===== config.mk =====
export PLATFORM = sky130hd
export DESIGN_NAME = execute_pipe
export DESIGN_NICKNAME = d
export VERILOG_FILES = /design/src/rtl/execute_pipe.sv
export SDC_FILE = /design/constraint.sdc
export NUM_CORES = 2
export LEC_CHECK = 0
export CORE_MARGIN = 5
export CORE_UTILIZATION = 50
export DETAILED_ROUTE_END_ITERATION = 10
export HOLD_SLACK_MARGIN = 0.15
export PLACE_DENSITY = 0.73
export SYNTH_ARGS = -nofsm -noshare
export SYNTH_HDL_FRONTEND = slang
export SYNTH_SLANG_ARGS = --single-unit

===== constraint.sdc =====
create_clock -name clk -period 10.9 [get_ports clk]
set_input_delay 2.18 -clock clk [delete_from_list [all_inputs] [get_ports clk]]
set_output_delay 2.18 -clock clk [all_outputs]
set_load 0.05 [all_outputs]

===== src/rtl/execute_pipe.sv =====
// Execute stage: single-cycle ALU with a valid/ready output register,
// plus a sequential shift-add multiplier feeding the HI/LO registers.
module execute_pipe #(
    parameter int W  = 32,
    parameter int RW = 5
) (
    input  logic          clk,
    input  logic          rst,
    input  logic          in_valid,
    output logic          in_ready,
    input  logic [RW-1:0] ins1,
    input  logic [RW-1:0] ins2,
    input  logic [W-1:0]  signEX,
    input  logic          regDst,
    input  logic          alusrc,
    input  logic [W-1:0]  rd1,
    input  logic [W-1:0]  rd2,
    input  logic [5:0]    aluOP,
    input  logic [W-1:0]  adderFetch,
    output logic          out_valid,
    input  logic          out_ready,
    output logic [W-1:0]  addres,
    output logic [W-1:0]  alures,
    output logic          aluZero,
    output logic [W-1:0]  readData2,
    output logic [RW-1:0] instruction,
    output logic          busy
);

    localparam int unsigned SW = $clog2(W);
    localparam int unsigned CW = $clog2(W + 1);
    localparam int unsigned PW = 2 * W;

    localparam logic [5:0] OP_ADD   = 6'd0;
    localparam logic [5:0] OP_SUB   = 6'd1;
    localparam logic [5:0] OP_AND   = 6'd2;
    localparam logic [5:0] OP_OR    = 6'd3;
    localparam logic [5:0] OP_XOR   = 6'd4;
    localparam logic [5:0] OP_NOR   = 6'd5;
    localparam logic [5:0] OP_SLT   = 6'd6;
    localparam logic [5:0] OP_SLTU  = 6'd7;
    localparam logic [5:0] OP_SLL   = 6'd8;
    localparam logic [5:0] OP_SRL   = 6'd9;
    localparam logic [5:0] OP_SRA   = 6'd10;
    localparam logic [5:0] OP_MULT  = 6'd16;
    localparam logic [5:0] OP_MULTU = 6'd17;
    localparam logic [5:0] OP_MFHI  = 6'd18;
    localparam logic [5:0] OP_MFLO  = 6'd19;

    typedef enum logic [1:0] {
        IDLE = 2'd0,
        MUL  = 2'd1,
        DONE = 2'd2
    } state_t;

    state_t state, state_n;

    logic [W-1:0]  opb_c, alu_c, br_c, a_mag_c, b_mag_c;
    logic [SW-1:0] shamt_c;
    logic [RW-1:0] dest_c;
    logic          accept_c, is_mul_c, mul_signed_c;
    logic          start_mul, load_alu, load_mul;

    logic [W-1:0]  mcand, hi, lo, mul_addr, mul_rd2;
    logic [PW-1:0] prod, prod_fin_c;
    logic [W:0]    step_c;
    logic [CW-1:0] cnt;
    logic          mul_neg;

    assign opb_c        = alusrc ? signEX : rd2;
    assign shamt_c      = opb_c[SW-1:0];
    assign br_c         = adderFetch + (signEX << 2);
    assign dest_c       = regDst ? ins2 : ins1;
    assign in_ready     = (state == IDLE) && (!out_valid || out_ready);
    assign accept_c     = in_valid && in_ready;
    assign is_mul_c     = (aluOP == OP_MULT) || (aluOP == OP_MULTU);
    assign mul_signed_c = (aluOP == OP_MULT);
    assign a_mag_c      = (mul_signed_c && rd1[W-1])   ? (~rd1 + W'(1))   : rd1;
    assign b_mag_c      = (mul_signed_c && opb_c[W-1]) ? (~opb_c + W'(1)) : opb_c;
    assign step_c       = {1'b0, prod[PW-1:W]} + {1'b0, (prod[0] ? mcand : '0)};
    assign prod_fin_c   = mul_neg ? (~prod + PW'(1)) : prod;

    // Combinational ALU for the single-cycle operations
    always_comb begin
        alu_c = '0;
        case (aluOP)
            OP_ADD:  alu_c = rd1 + opb_c;
            OP_SUB:  alu_c = rd1 - opb_c;
            OP_AND:  alu_c = rd1 & opb_c;
            OP_OR:   alu_c = rd1 | opb_c;
            OP_XOR:  alu_c = rd1 ^ opb_c;
            OP_NOR:  alu_c = ~(rd1 | opb_c);
            OP_SLT:  alu_c = {{(W-1){1'b0}}, ($signed(rd1) < $signed(opb_c))};
            OP_SLTU: alu_c = {{(W-1){1'b0}}, (rd1 < opb_c)};
            OP_SLL:  alu_c = rd1 << shamt_c;
            OP_SRL:  alu_c = rd1 >> shamt_c;
            OP_SRA:  alu_c = $signed(rd1) >>> shamt_c;
            OP_MFHI: alu_c = hi;
            OP_MFLO: alu_c = lo;
            default: alu_c = '0;
        endcase
    end

    always_ff @(posedge clk or posedge rst) begin
        if (rst) state <= IDLE;
        else     state <= state_n;
    end

    always_comb begin
        state_n   = state;
        start_mul = 1'b0;
        load_alu  = 1'b0;
        load_mul  = 1'b0;
        case (state)
            IDLE: begin
                if (accept_c) begin
                    if (is_mul_c) begin
                        start_mul = 1'b1;
                        state_n   = MUL;
                    end else begin
                        load_alu = 1'b1;
                    end
                end
            end
            MUL: begin
                if (cnt == CW'(W - 1)) state_n = DONE;
            end
            DONE: begin
                // Wait here until the output register is free
                if (!out_valid || out_ready) begin
                    load_mul = 1'b1;
                    state_n  = IDLE;
                end
            end
            default: state_n = IDLE;
        endcase
    end

    // Shift-add multiplier on magnitudes; sign applied when the product retires
    always_ff @(posedge clk or posedge rst) begin
        if (rst) begin
            mcand    <= '0;
            prod     <= '0;
            mul_neg  <= 1'b0;
            cnt      <= '0;
            mul_addr <= '0;
            mul_rd2  <= '0;
            hi       <= '0;
            lo       <= '0;
        end else begin
            if (start_mul) begin
                mcand    <= a_mag_c;
                prod     <= {{W{1'b0}}, b_mag_c};
                mul_neg  <= mul_signed_c && (rd1[W-1] ^ opb_c[W-1]);
                cnt      <= '0;
                mul_addr <= br_c;
                mul_rd2  <= rd2;
            end else if (state == MUL) begin
                prod <= {step_c, prod[W-1:1]};
                cnt  <= cnt + CW'(1);
            end
            if (load_mul) begin
                hi <= prod_fin_c[PW-1:W];
                lo <= prod_fin_c[W-1:0];
            end
        end
    end

    always_ff @(posedge clk or posedge rst) begin
        if (rst) begin
            out_valid   <= 1'b0;
            busy        <= 1'b0;
            addres      <= '0;
            alures      <= '0;
            aluZero     <= 1'b1;
            readData2   <= '0;
            instruction <= '0;
        end else begin
            busy <= (state_n != IDLE);
            if (load_alu) begin
                alures      <= alu_c;
                aluZero     <= (alu_c == '0);
                addres      <= br_c;
                readData2   <= rd2;
                instruction <= dest_c;
            end else if (load_mul) begin
                alures      <= prod_fin_c[W-1:0];
                aluZero     <= (prod_fin_c[W-1:0] == '0);
                addres      <= mul_addr;
                readData2   <= mul_rd2;
                instruction <= '0;
            end
            if (load_alu || load_mul) out_valid <= 1'b1;
            else if (out_ready)       out_valid <= 1'b0;
        end
    end

endmodule


==> reports/qor.csv <==
stage,metric,value,unit
run_status,status,finished clean,
floorplanning,design.core.area,57500,um2
critical_path,r2r_slack,5.42,ns
clocking,clkTransAtPathRegs,0.07,ns
global_route,busiest_layer,met2,
timing,tns,0,ns
timing,skew,0.0268,ns
power_and_ir_drop,p_comb_share,47.9,%
detailed_routing,firstDrtPassIters,7,
critical_path,critical_path_class,in2reg,
power_and_ir_drop,pwr-share-clk,21.6,%
detailed_routing,num_vias,30600,
critical_path,crit_fanout,48,
layout,fin_nets,4080,
clocking,insertion_delay,0.58,ns
floorplanning,io_pins,255,
run,timing.max_cap.violations,0,
power_and_ir_drop,seqPwrFrac,30.6,%
detailed_routing,wl,136000,um
place,hpwl,103000,um
global_route,grt_max_degree,152,
timing,worst_slew_pin_slew,1.30,ns
layout,syn_to_final_growth,16.5,%
detailed_routing,drt_iter0_markers,4202,
synthesis,synth_seq_area_share,29.1,%
detailed_routing,drtAntennaViolNets,0,
timing,final.period_utilization,73.0,%
synthesis,synth-edff-count,0,
synthesis,ys_ff_latch,337,
synthesis,syn_area_per_cell,8.03,um2
critical_path,end_kind,flip-flop,
global_route,grt_pass1_wl,197000,um
global_route,grt_usage,41.3,%
detailed_routing,viasPerCell,6.75,
power_and_ir_drop,p_sw_share,46.5,%
timing,post-route-min-period,7.95,ns
global_route,use_met3,10.2,%
synthesis,ys_warn_count,0,
place,gp_congestion,1.10,
critical_path,arrival,8.48,ns
timing,clock.fmax,126,MHz
floorplanning,start_util,50.4,%
global_route,use_met1,57.5,%
clocking,clockRootBuffer,clkbuf_16,
global_route,first_global_vias,29000,
critical_path,required,11.43,ns
place,numPortBuffers,254,
floorplanning,die_x,251,um
floorplanning,die_height,251,um
clocking,cts_tree,built,
place,dp_slack,2.68,ns
synthesis,async_reset_ff_share,100,%
timing,hold_violations,0,
timing,rsz0062_at_grt,no,
clocking,cts_buffers,39,
synthesis,synthFlopType,dfrtp_1,
clocking,cts-resized-gates,0,
clocking,postCtsSetupBuffers,0,
synthesis,yosys.cell_types.count,86,
global_route,use_met2,59.2,%
clocking,cts_hold_buf,0,
timing,slew_viol_final,0,
synthesis,synth_nets,3947,
layout,fin_util,58.7,%
global_route,grt_remaining_overflow,0,
layout,drive_gt1_share,6.77,%
power_and_ir_drop,p_leak,14.7,nW
clocking,clk_path_buf_depth,3,
global_route,antenna_found_initial,5,
power_and_ir_drop,p_int,0.00371,W
layout,fillers,5287,
timing,slew_headroom,11.1,%
timing,fin_hold_ws,0.472,ns
clocking,cts_sinks,337,
detailed_routing,drc,0,
hold_path,hp-class,reg2reg,
power_and_ir_drop,irDropWorstVdd,0.275,mV
synthesis,postSynthCellCount,3606,
synthesis,netlist_area,28900,um2
critical_path,worstSetupStartpointType,input pin,
clocking,h-tree-depth,2,
timing,setup_viol,0,
floorplanning,row_count,88,
timing,fin_ws,2.95,ns
power_and_ir_drop,p_sw,0.00322,W
floorplanning,dieArea,62800,um2
detailed_routing,avgRoutedWirePerCell,29.9,um
power_and_ir_drop,power_density,206,nW/um2
## worst max-delay path, cell delays in order
cell      delay (ns)
buf_2           0.73
mux2i_4         0.35
buf_4           0.29
inv_1           0.07
buf_4           0.32
ha_1            0.36
fa_1            0.41
nor2b_1         0.17
o21bai_1        0.32
a21boi_0        0.26
o21ai_0         0.55
o221ai_1        0.24
a211oi_1        0.34
and3_1          0.21
nand4_1         0.12
nor4_1          0.65
nand4_1         0.16
nor4_1          0.44
a41o_1          0.24
## metal layers
| layer | up-vias | part of all wire (%) | routed length (um) |
|---|---|---|---|
| li1 | 13400 | - | - |
| met1 | 14800 | 40 | 54800 |
| met2 | 1988 | 41 | 55800 |
| met3 | 434 | 12 | 15600 |
| met4 | 2 | 7.0 | 9470 |
| met5 | - | 0.011 | 15 |
## flip-flops by register name (all words and copies together), names as in the netlist, 6 cells and up
name       cells
addres        32
alures        32
cnt            6
hi            32
lo            32
mcand         32
mul_addr      32
mul_rd2       32
prod          64
readData2     32
## power by group through the flow
| stage | clock [W] | combinational [W] | sequential (W) |
|---|---|---|---|
| floorplan | 0 | 0.00153 | 0.00258 |
| global placement | 0 | 0.00322 | 0.00211 |
| detailed placement | 0 | 0.00324 | 0.00211 |
| CTS | 0.00150 | 0.00326 | 0.00210 |
| global route | 0.00155 | 0.00352 | 0.00217 |
| finish | 0.00149 | 0.00332 | 0.00212 |
## Yosys cell counts, drive strengths merged (41+ instances only)
master / instances / share of area (%)
inv: 130 / 1.7
a22oi: 101 / 2.6
nand3: 59 / 1.0
mux2i: 116 / 4.0
clkbuf: 195 / 2.6
a31oi: 53 / 1.1
o21a: 41 / 1.1
dfrtp: 336 / 29
nor2: 227 / 2.9
nor3: 66 / 1.1
ha: 187 / 8.1
xor2: 81 / 2.5
a21oi: 209 / 3.6
o21ai: 323 / 5.6
buf: 45 / 0.63
nand2b: 47 / 1.0
nand2: 594 / 7.7
and2: 55 / 1.2
xnor2: 99 / 3.0
## worst paths after layout
check | from | end | cells after the start
max in group asynchronous | rst | mul_rd2[29] | 4
hold / removal | mcand[6] | mcand[6] | 2
min in group asynchronous | rst | prod[40] | 2
hold reg to reg | mcand[6] | mcand[6] | 2
setup reg to reg | prod[0] | hi[26] | 15
setup / recovery | alusrc | aluZero | 19
## cells in the final DEF (no fill, tap or decap), types with 40 or more instances in the layout
| master | count |
|---|---|
| o21a_1 | 41 |
| buf_4 | 76 |
| a21oi_1 | 209 |
| inv_1 | 128 |
| xnor2_1 | 99 |
| nand2b_1 | 47 |
| nand3_1 | 59 |
| clkdlybuf4s50_1 | 253 |
| ha_1 | 187 |
| nor2_1 | 223 |
| o21ai_0 | 317 |
| and2_1 | 51 |
| dfrtp_1 | 335 |
| mux2i_1 | 111 |
| nor3_1 | 65 |
| xor2_1 | 81 |
| clkbuf_16 | 40 |
| nand2_1 | 591 |
| a31oi_1 | 53 |
| a22oi_1 | 101 |
## metrics by stage
stage / cells / cell area (um2) / total power [W]
after global routing: 4534 / 33700 / 0.00724
after CTS: 4533 / 33700 / 0.00687
after floorplan: 3606 / 28900 / 0.00411
after global placement: 4463 / 32300 / 0.00532
after detailed placement: 4463 / 32300 / 0.00535
final: 4535 / 33700 / 0.00693
## logic make-up after synthesis
logic type / Yosys count / share of synthesized area, %
AOI/OAI and AO/OA: 1124 / 25.4
buffers and inverters: 373 / 4.92
DFF: 337 / 29.1
and+or+nand+nor: 1239 / 19.6
muxes: 162 / 7.14
xor gates and xnor gates: 180 / 5.45
adders and majority gates: 191 / 8.36
## final cells by class
type	instances	area, um2	share of cell area, %
timing repair buffer	332	3150	9.34
clock inverter	18	313	0.928
sequential	337	8440	25.0
tap	765	957	2.84
inverter	133	503	1.49
clock buffer	52	1130	3.34
multi-input combinational	2896	19200	57.0
antenna	2	5.00	0.0148
Power figures use the tool's default switching activity.
